--- config.mk ---
export PLATFORM = sky130hd
export DESIGN_NAME = axis_register
export DESIGN_NICKNAME = d
export VERILOG_FILES = /design/src/rtl/axis_register.sv
export SDC_FILE = /design/constraint.sdc
export NUM_CORES = 2
export LEC_CHECK = 0
export CORE_AREA = 8 8 463 465
export DETAILED_ROUTE_END_ITERATION = 8
export DIE_AREA = 0 0 471 473
export GPL_ROUTABILITY_DRIVEN = 0
export HOLD_SLACK_MARGIN = 0.06
export PLACE_DENSITY = 0.57
export SLEW_MARGIN = 10
export SYNTH_ARGS = -nofsm -noshare
export SYNTH_HDL_FRONTEND = slang
export SYNTH_SLANG_ARGS = --single-unit
--- constraint.sdc ---
create_clock -name clk -period 47 [get_ports clk]
set_input_delay 4.7 -clock clk [delete_from_list [all_inputs] [get_ports clk]]
set_output_delay 4.7 -clock clk [all_outputs]
set_load 0.01 [all_outputs]
--- src/rtl/axis_register.sv ---
// Single-stage AXI4-Stream register: skid buffer, simple buffer or bypass, chosen by MODE.
// Disabled sidebands are forced to zero at the input so that their storage folds away.
module axis_register #(
    parameter int MODE           = 0,
    parameter int TREADY_RST_VAL = 0,
    parameter int ENABLE_TKEEP   = 1,
    parameter int ENABLE_TLAST   = 1,
    parameter int ENABLE_TID     = 0,
    parameter int ENABLE_TDEST   = 0,
    parameter int ENABLE_TUSER   = 1,
    parameter int TDATA_WIDTH    = 512,
    parameter int TID_WIDTH      = 8,
    parameter int TDEST_WIDTH    = 8,
    parameter int TUSER_WIDTH    = 1
) (
    input  logic                     clk,
    input  logic                     rst,
    output logic                     s_tready,
    input  logic                     s_tvalid,
    input  logic [TDATA_WIDTH-1:0]   s_tdata,
    input  logic [TDATA_WIDTH/8-1:0] s_tkeep,
    input  logic                     s_tlast,
    input  logic [TID_WIDTH-1:0]     s_tid,
    input  logic [TDEST_WIDTH-1:0]   s_tdest,
    input  logic [TUSER_WIDTH-1:0]   s_tuser,
    input  logic                     m_tready,
    output logic                     m_tvalid,
    output logic [TDATA_WIDTH-1:0]   m_tdata,
    output logic [TDATA_WIDTH/8-1:0] m_tkeep,
    output logic                     m_tlast,
    output logic [TID_WIDTH-1:0]     m_tid,
    output logic [TDEST_WIDTH-1:0]   m_tdest,
    output logic [TUSER_WIDTH-1:0]   m_tuser
);

    localparam int KW = TDATA_WIDTH / 8;
    localparam int PW = TDATA_WIDTH + KW + 1 + TID_WIDTH + TDEST_WIDTH + TUSER_WIDTH;

    logic [KW-1:0]          keep_in;
    logic                   last_in;
    logic [TID_WIDTH-1:0]   id_in;
    logic [TDEST_WIDTH-1:0] dest_in;
    logic [TUSER_WIDTH-1:0] user_in;
    logic [PW-1:0]          s_payload;
    logic [PW-1:0]          m_payload;

    assign keep_in   = (ENABLE_TKEEP != 0) ? s_tkeep : '0;
    assign last_in   = (ENABLE_TLAST != 0) ? s_tlast : 1'b0;
    assign id_in     = (ENABLE_TID   != 0) ? s_tid   : '0;
    assign dest_in   = (ENABLE_TDEST != 0) ? s_tdest : '0;
    assign user_in   = (ENABLE_TUSER != 0) ? s_tuser : '0;
    assign s_payload = {s_tdata, keep_in, last_in, id_in, dest_in, user_in};
    assign {m_tdata, m_tkeep, m_tlast, m_tid, m_tdest, m_tuser} = m_payload;

    if (MODE == 0) begin : g_skid
        typedef enum logic [1:0] {EMPTY, ONE, TWO} state_t;

        state_t        state_q, state_d;
        logic          s_tready_q, s_tready_d;
        logic          m_tvalid_q, m_tvalid_d;
        logic [PW-1:0] out_q, out_d;
        logic [PW-1:0] skid_q, skid_d;
        logic          accept;

        assign accept = s_tvalid && s_tready_q;

        always_ff @(posedge clk or posedge rst) begin
            if (rst) begin
                state_q    <= EMPTY;
                s_tready_q <= (TREADY_RST_VAL != 0);
                m_tvalid_q <= 1'b0;
                out_q      <= '0;
                skid_q     <= '0;
            end else begin
                state_q    <= state_d;
                s_tready_q <= s_tready_d;
                m_tvalid_q <= m_tvalid_d;
                out_q      <= out_d;
                skid_q     <= skid_d;
            end
        end

        always_comb begin
            state_d = state_q;
            case (state_q)
                EMPTY: if (accept) state_d = ONE;
                ONE: begin
                    if (accept && !m_tready)      state_d = TWO;
                    else if (!accept && m_tready) state_d = EMPTY;
                end
                TWO:     if (m_tready) state_d = ONE;
                default: state_d = EMPTY;
            endcase
        end

        // Ready and valid are decoded from the next state so both leave as flop outputs.
        always_comb begin
            out_d  = out_q;
            skid_d = skid_q;
            case (state_q)
                EMPTY: if (accept) out_d = s_payload;
                ONE: begin
                    if (accept && m_tready)       out_d  = s_payload;
                    else if (accept && !m_tready) skid_d = s_payload;
                end
                TWO:     if (m_tready) out_d = skid_q;
                default: ;
            endcase
            m_tvalid_d = (state_d != EMPTY);
            s_tready_d = (state_d != TWO);
        end

        assign s_tready  = s_tready_q;
        assign m_tvalid  = m_tvalid_q;
        assign m_payload = out_q;
    end else if (MODE == 1) begin : g_simple
        logic          s_tready_q, s_tready_d;
        logic          m_tvalid_q, m_tvalid_d;
        logic [PW-1:0] out_q, out_d;
        logic          accept;

        assign accept = s_tvalid && s_tready_q;

        always_ff @(posedge clk or posedge rst) begin
            if (rst) begin
                s_tready_q <= (TREADY_RST_VAL != 0);
                m_tvalid_q <= 1'b0;
                out_q      <= '0;
            end else begin
                s_tready_q <= s_tready_d;
                m_tvalid_q <= m_tvalid_d;
                out_q      <= out_d;
            end
        end

        always_comb begin
            m_tvalid_d = m_tvalid_q;
            out_d      = out_q;
            if (accept) begin
                m_tvalid_d = 1'b1;
                out_d      = s_payload;
            end else if (m_tready) begin
                m_tvalid_d = 1'b0;
            end
            s_tready_d = !m_tvalid_d;
        end

        assign s_tready  = s_tready_q;
        assign m_tvalid  = m_tvalid_q;
        assign m_payload = out_q;
    end else begin : g_bypass
        logic unused_clk_rst;

        assign unused_clk_rst = clk ^ rst;
        assign s_tready       = m_tready;
        assign m_tvalid       = s_tvalid;
        assign m_payload      = s_payload;
    end

endmodule

; After elaboration in Yosys (flattened, before gate mapping)
; Cells that the tools add are included.
[op_classes]
addsub = 0
mul = 0
n_div = 0
magnitude_cmp = 0
n_eq_ne = 6
n_shift = 0
mux = 9
n_bitwise = 1
n_reduce_logical = 11
[op_table]
columns = operator, n
row1 = two-way mux 594 bit, 3
row2 = case mux 594 bit (3 select lines), 1
row3 = two-way mux 2 bit, 4
row4 = inequality test 2 bit (second input constant), 4
row5 = case mux 2 bit (3 select lines), 1
row6 = logical AND 1 bit, 4
row7 = AND reduction 4 bit, 1
row8 = AND reduction 3 bit, 1
row9 = nonzero test 3 bit, 1
row10 = equality test 2 x 1 -> 1 bit (second input constant), 1
row11 = equality test 2 bit (second input constant), 1
row12 = logical NOT 1 bit, 2
row13 = logical NOT 2 bit, 1
row14 = nonzero test 2 bit, 1
row15 = NOT 1 bit, 1
[totals]
ff_bits = 1176
latch_bits = 0
ramBits = 0
mem_bits_ro = 0
input_bits = 598
output_inout_bits = 596
word_cells = 32
n_memories = 0

; Longest topological paths before layout
[depth]
ltp_word = 7
ltp_mapped = 7
mapped_depth_nobuf = 3

; Least setup slack after synthesis
; Ideal clock, no wire load.
[synth_path]
path_kind = input port to flip-flop
from = input s_tvalid
to = register g_skid.out_q[0]
setup_time_ps = 125
arrival_time_ps = 5953
required_ps = 46875
setup_slack_ps = 40922
stages = 6
n_path_buf = 3
path_cell_list = nand2_1 > o311ai_1 > buf_2 > buf_6 > buf_4 > mux2_2
[synth_between]
elab_chain_cells = 4
elab_cells_between_ends = 5
classes_between = eq/ne: 2 / reduce/logical: 3
[synth_lines]
columns = item, line_no
row1 = "start, declared", 19  ; input logic s_tvalid,
row2 = logical AND 1 bit (*), 65  ; assign accept = s_tvalid && s_tready_q;
row3 = logical AND 1 bit, 103  ; if (accept && m_tready) out_d = s_payload;
row4 = inequality test 2 bit (no source line), --
row5 = AND reduction 4 bit (no source line) (*), --
row6 = "end signal, assigned", 78  ; out_q <= out_d;
row7 = "end, declared", 61  ; logic [PW-1:0] out_q, out_d;
; Mark *: on every way between the ends. The rest lies on a longest branch, timed or not.
; A chain may end at the register's enable or synchronous reset.

; Final worst setup path
[layout_path]
from = input s_tvalid
to = register g_skid.out_q[261]
; The elaborated chain is that of the path after synthesis.

==> impl_metrics.tcl <==
set metrics [dict create \
    relSlewSlack_pct 22.09 \
    seq_power_share_pct 38.1 \
    cp.required_ns 47.65 \
    grtUsageTotal_pct 14.14 \
    leakagePower_nw 27.76 \
    final_max_slew_viol_count 0 \
    p_comb_share_pct 38.7 \
    grt_setup_unrepaired "no" \
    ctsResizeCount 0 \
    setup_viol 0 \
    die_x_um 471 \
    holdCritPathClass "reg -> reg" \
    powerDensity_nw_per_um2 67.57 \
    drive_above_1_share_pct 42.96 \
    die_h_um 473 \
    hpwl_um 118100 \
    finClkSkew_ns 0.03778 \
    portBuffers 1161 \
    yosysSeqAreaShare_pct 57.50 \
    cts_inserted_buffers 138 \
    die-area_um2 222800 \
    grt_pass1_vias 33100 \
    maxCapViolCount 0 \
    vias 30520 \
    route.detailed.drc 0 \
    cts.sinks 1160 \
    design_area_um2 68870 \
    routed_wl_um 162500 \
    synth_edf_count 0 \
    critPathKind "in -> reg" \
    syn-instance-count 3122 \
    path_max_fanout 66 \
    synth_seq_cells 1160 \
    power.switching_w 0.001448 \
    synth_top_cells_by_count "1625 x mux2_2, 1160 x dfrtp_1, 110 x mux2_1" \
    drt_iter0_drc 1086 \
    yosys.cell_count.top_type "mux2_2" \
    startpoint "s_tvalid" \
    post_dp_cell_area_um2 64160 \
    hold_viol 0 \
    worstMarginPinSlew_ns 1.169 \
    start_util_pct 24.45 \
    place_ws_ns 36.52 \
    synth_top_area_share_pct 57.50 \
    pin_count 1194 \
    ys_types 21 \
    r2r_start "g_skid.state_q[1]" \
    detail-route-antenna-nets 0 \
    clk_latency_ns 0.78 \
    vias_per_cell 4.294 \
    grt_max_degree 168 \
    worst_setup_path_start_kind "primary input" \
    synthArstFlopShare_pct 100.0 \
    netlist_top_cells_area "dfrtp_1 58%, mux2_2 36%, mux2_1 2.5%" \
    syn_avg_cell_area_um2 16.17 \
    cts_tree "done" \
    dp_cells 6833 \
    grt_first_pass_wirelength_um 236800 \
    status "completed" \
    syn-cell-area_um2 50480 \
    clkPwrFrac_pct 23.3 \
    yosysWarningCount 0 \
    sw_frac_of_total_pct 31.12 \
    fin_crit_ns 9.587 \
    finalWorstSetupSlack_ns 37.41 \
    r2r_end "g_skid.out_q[261]" \
    vdd_drop_max_v 0.00003832 \
    fin_cells 7107 \
    htree_levels 4 \
    internal_power_w 0.003205 \
    wl_per_cell_um 22.87 \
    final_nets 4867 \
    rrSetupSlack_ns 41.38 \
    cp-end-kind "flop" \
    endpoint "g_skid.out_q[261]" \
    period_share_pct 20.40 \
    clock_tree.root_cell "clkbuf_16" \
    hold_buffers 0 \
    totalPowerFinal_w 0.004653 \
    syn2layout_area_growth_pct 36.42 \
    synth_top_area_cell "dfrtp_1" \
    critical_path_arrival_ns 10.23 \
    antenna_found_initial 78 \
    r2r_cells 8 \
    firstDrtPassIters 4 \
    yosys_most_used_dff "dfrtp_1" \
    clockBufferDepth 3 \
    core.rowCount 167 \
    clk_pin_slew_ns 0.05 \
    fin_tns_setup_ns 0 \
    max_freq_ghz 0.1043 \
    core_area_um2 206400 \
    cts_setup_buffers 0 \
    grt-ovfl-total 0 \
]
==> routing by layer <==
layer / GRT usage (%) / vias up / part of all wire [%]
met1: 16.40 / 15610 / 40
met5: 0 / - / 0.34
met4: 4.671 / 88 / 2.9
li1: - / 13530 / -
met3: 7.804 / 289 / 12
met2: 22.23 / 995 / 45
==> per-stage QoR <==
step / hold WS (ns) / util [%]
4_1_cts: 0.4858 / 33.32
2_1_floorplan: 0.4541 / -
6_report: 0.4812 / 33.36
3_3_place_gp: 0.4630 / 31.08
5_1_grt: 0.4898 / 33.34
3_5_place_dp: 0.4721 / 31.08
==> power by group through the flow <==
stage                     Sequential (W)  Combinational, W  Clock [W]
after floorplan                  0.00186          0.000869          0
after global placement           0.00176           0.00182          0
after detailed placement         0.00179           0.00184          0
after CTS                        0.00178           0.00184    0.00112
after global routing             0.00185           0.00192    0.00116
final                            0.00177           0.00180    0.00108
==> critical path, stage by stage <==
cell and delay, ns:
clkdlybuf4s50_1 0.50, nand2_1 0.17, o311ai_4 0.35, buf_4 0.60, buf_4 0.79, buf_4 0.79
buf_4 0.85, buf_4 0.78, mux2_2 0.42
==> cell type report <==
| type | count | area [um^2] |
|---|---|---|
| clock buffers | 210 | 4106 |
| clock inverters | 35 | 533.0 |
| diodes | 29 | 72.57 |
| fillers | 20220 | 137600 |
| well taps | 2704 | 3383 |
| flip-flops and latches | 1160 | 29030 |
| repair buffers | 1201 | 12000 |
| inverters | 2 | 15.01 |
| multi-input cells | 1766 | 19730 |
==> worst min-delay path by stage <==
stage	start	depth (start not counted)	endpoint	slack, ns
after global routing	g_skid.skid_q[21]	1	g_skid.skid_q[21]	0.49
final	g_skid.skid_q[528]	1	g_skid.skid_q[528]	0.48
after detailed placement	g_skid.skid_q[57]	1	g_skid.skid_q[57]	0.47
after CTS	g_skid.skid_q[21]	1	g_skid.skid_q[21]	0.49
after floorplan	g_skid.skid_q[0]	1	g_skid.skid_q[0]	0.45
after global placement	g_skid.skid_q[506]	1	g_skid.skid_q[506]	0.46
==> registers in the layout (all words and copies together), names as in the netlist <==
signal	flops
m_tvalid	1
s_tready	1
g_skid.skid_q	578
g_skid.state_q	2
g_skid.out_q	578
==> placed cells by master (no fill, tap or decap), types with 3 or more instances in the layout <==
| cell type | count |
|---|---|
| clkinv_2 | 12 |
| conb_1 | 16 |
| dfrtp_1 | 1160 |
| inv_6 | 3 |
| buf_12 | 6 |
| clkinv_16 | 6 |
| clkinv_8 | 4 |
| clkdlybuf4s50_1 | 1161 |
| bufinv_16 | 5 |
| mux2_1 | 110 |
| mux2_2 | 1625 |
| clkbuf_8 | 34 |
| buf_4 | 34 |
| diode_2 | 29 |
| clkinvlp_4 | 3 |
| clkbuf_1 | 36 |
| clkbuf_16 | 140 |
==> kinds of logic (layout without fill, tap and decap cells) <==
family / count (synthesis) / in the layout / synth area share (%)
AND/OR/NAND/NOR: 10 / 10 / 0.1462
buffers and inverters: 211 / 1448 / 3.574
flip-flops: 1160 / 1160 / 57.50
AO/OA/AOI/OAI: 5 / 5 / 0.06941
multiplexers: 1735 / 1735 / 38.70
other: 1 / 45 / 0.007428
Power figures use the tool's default switching activity.
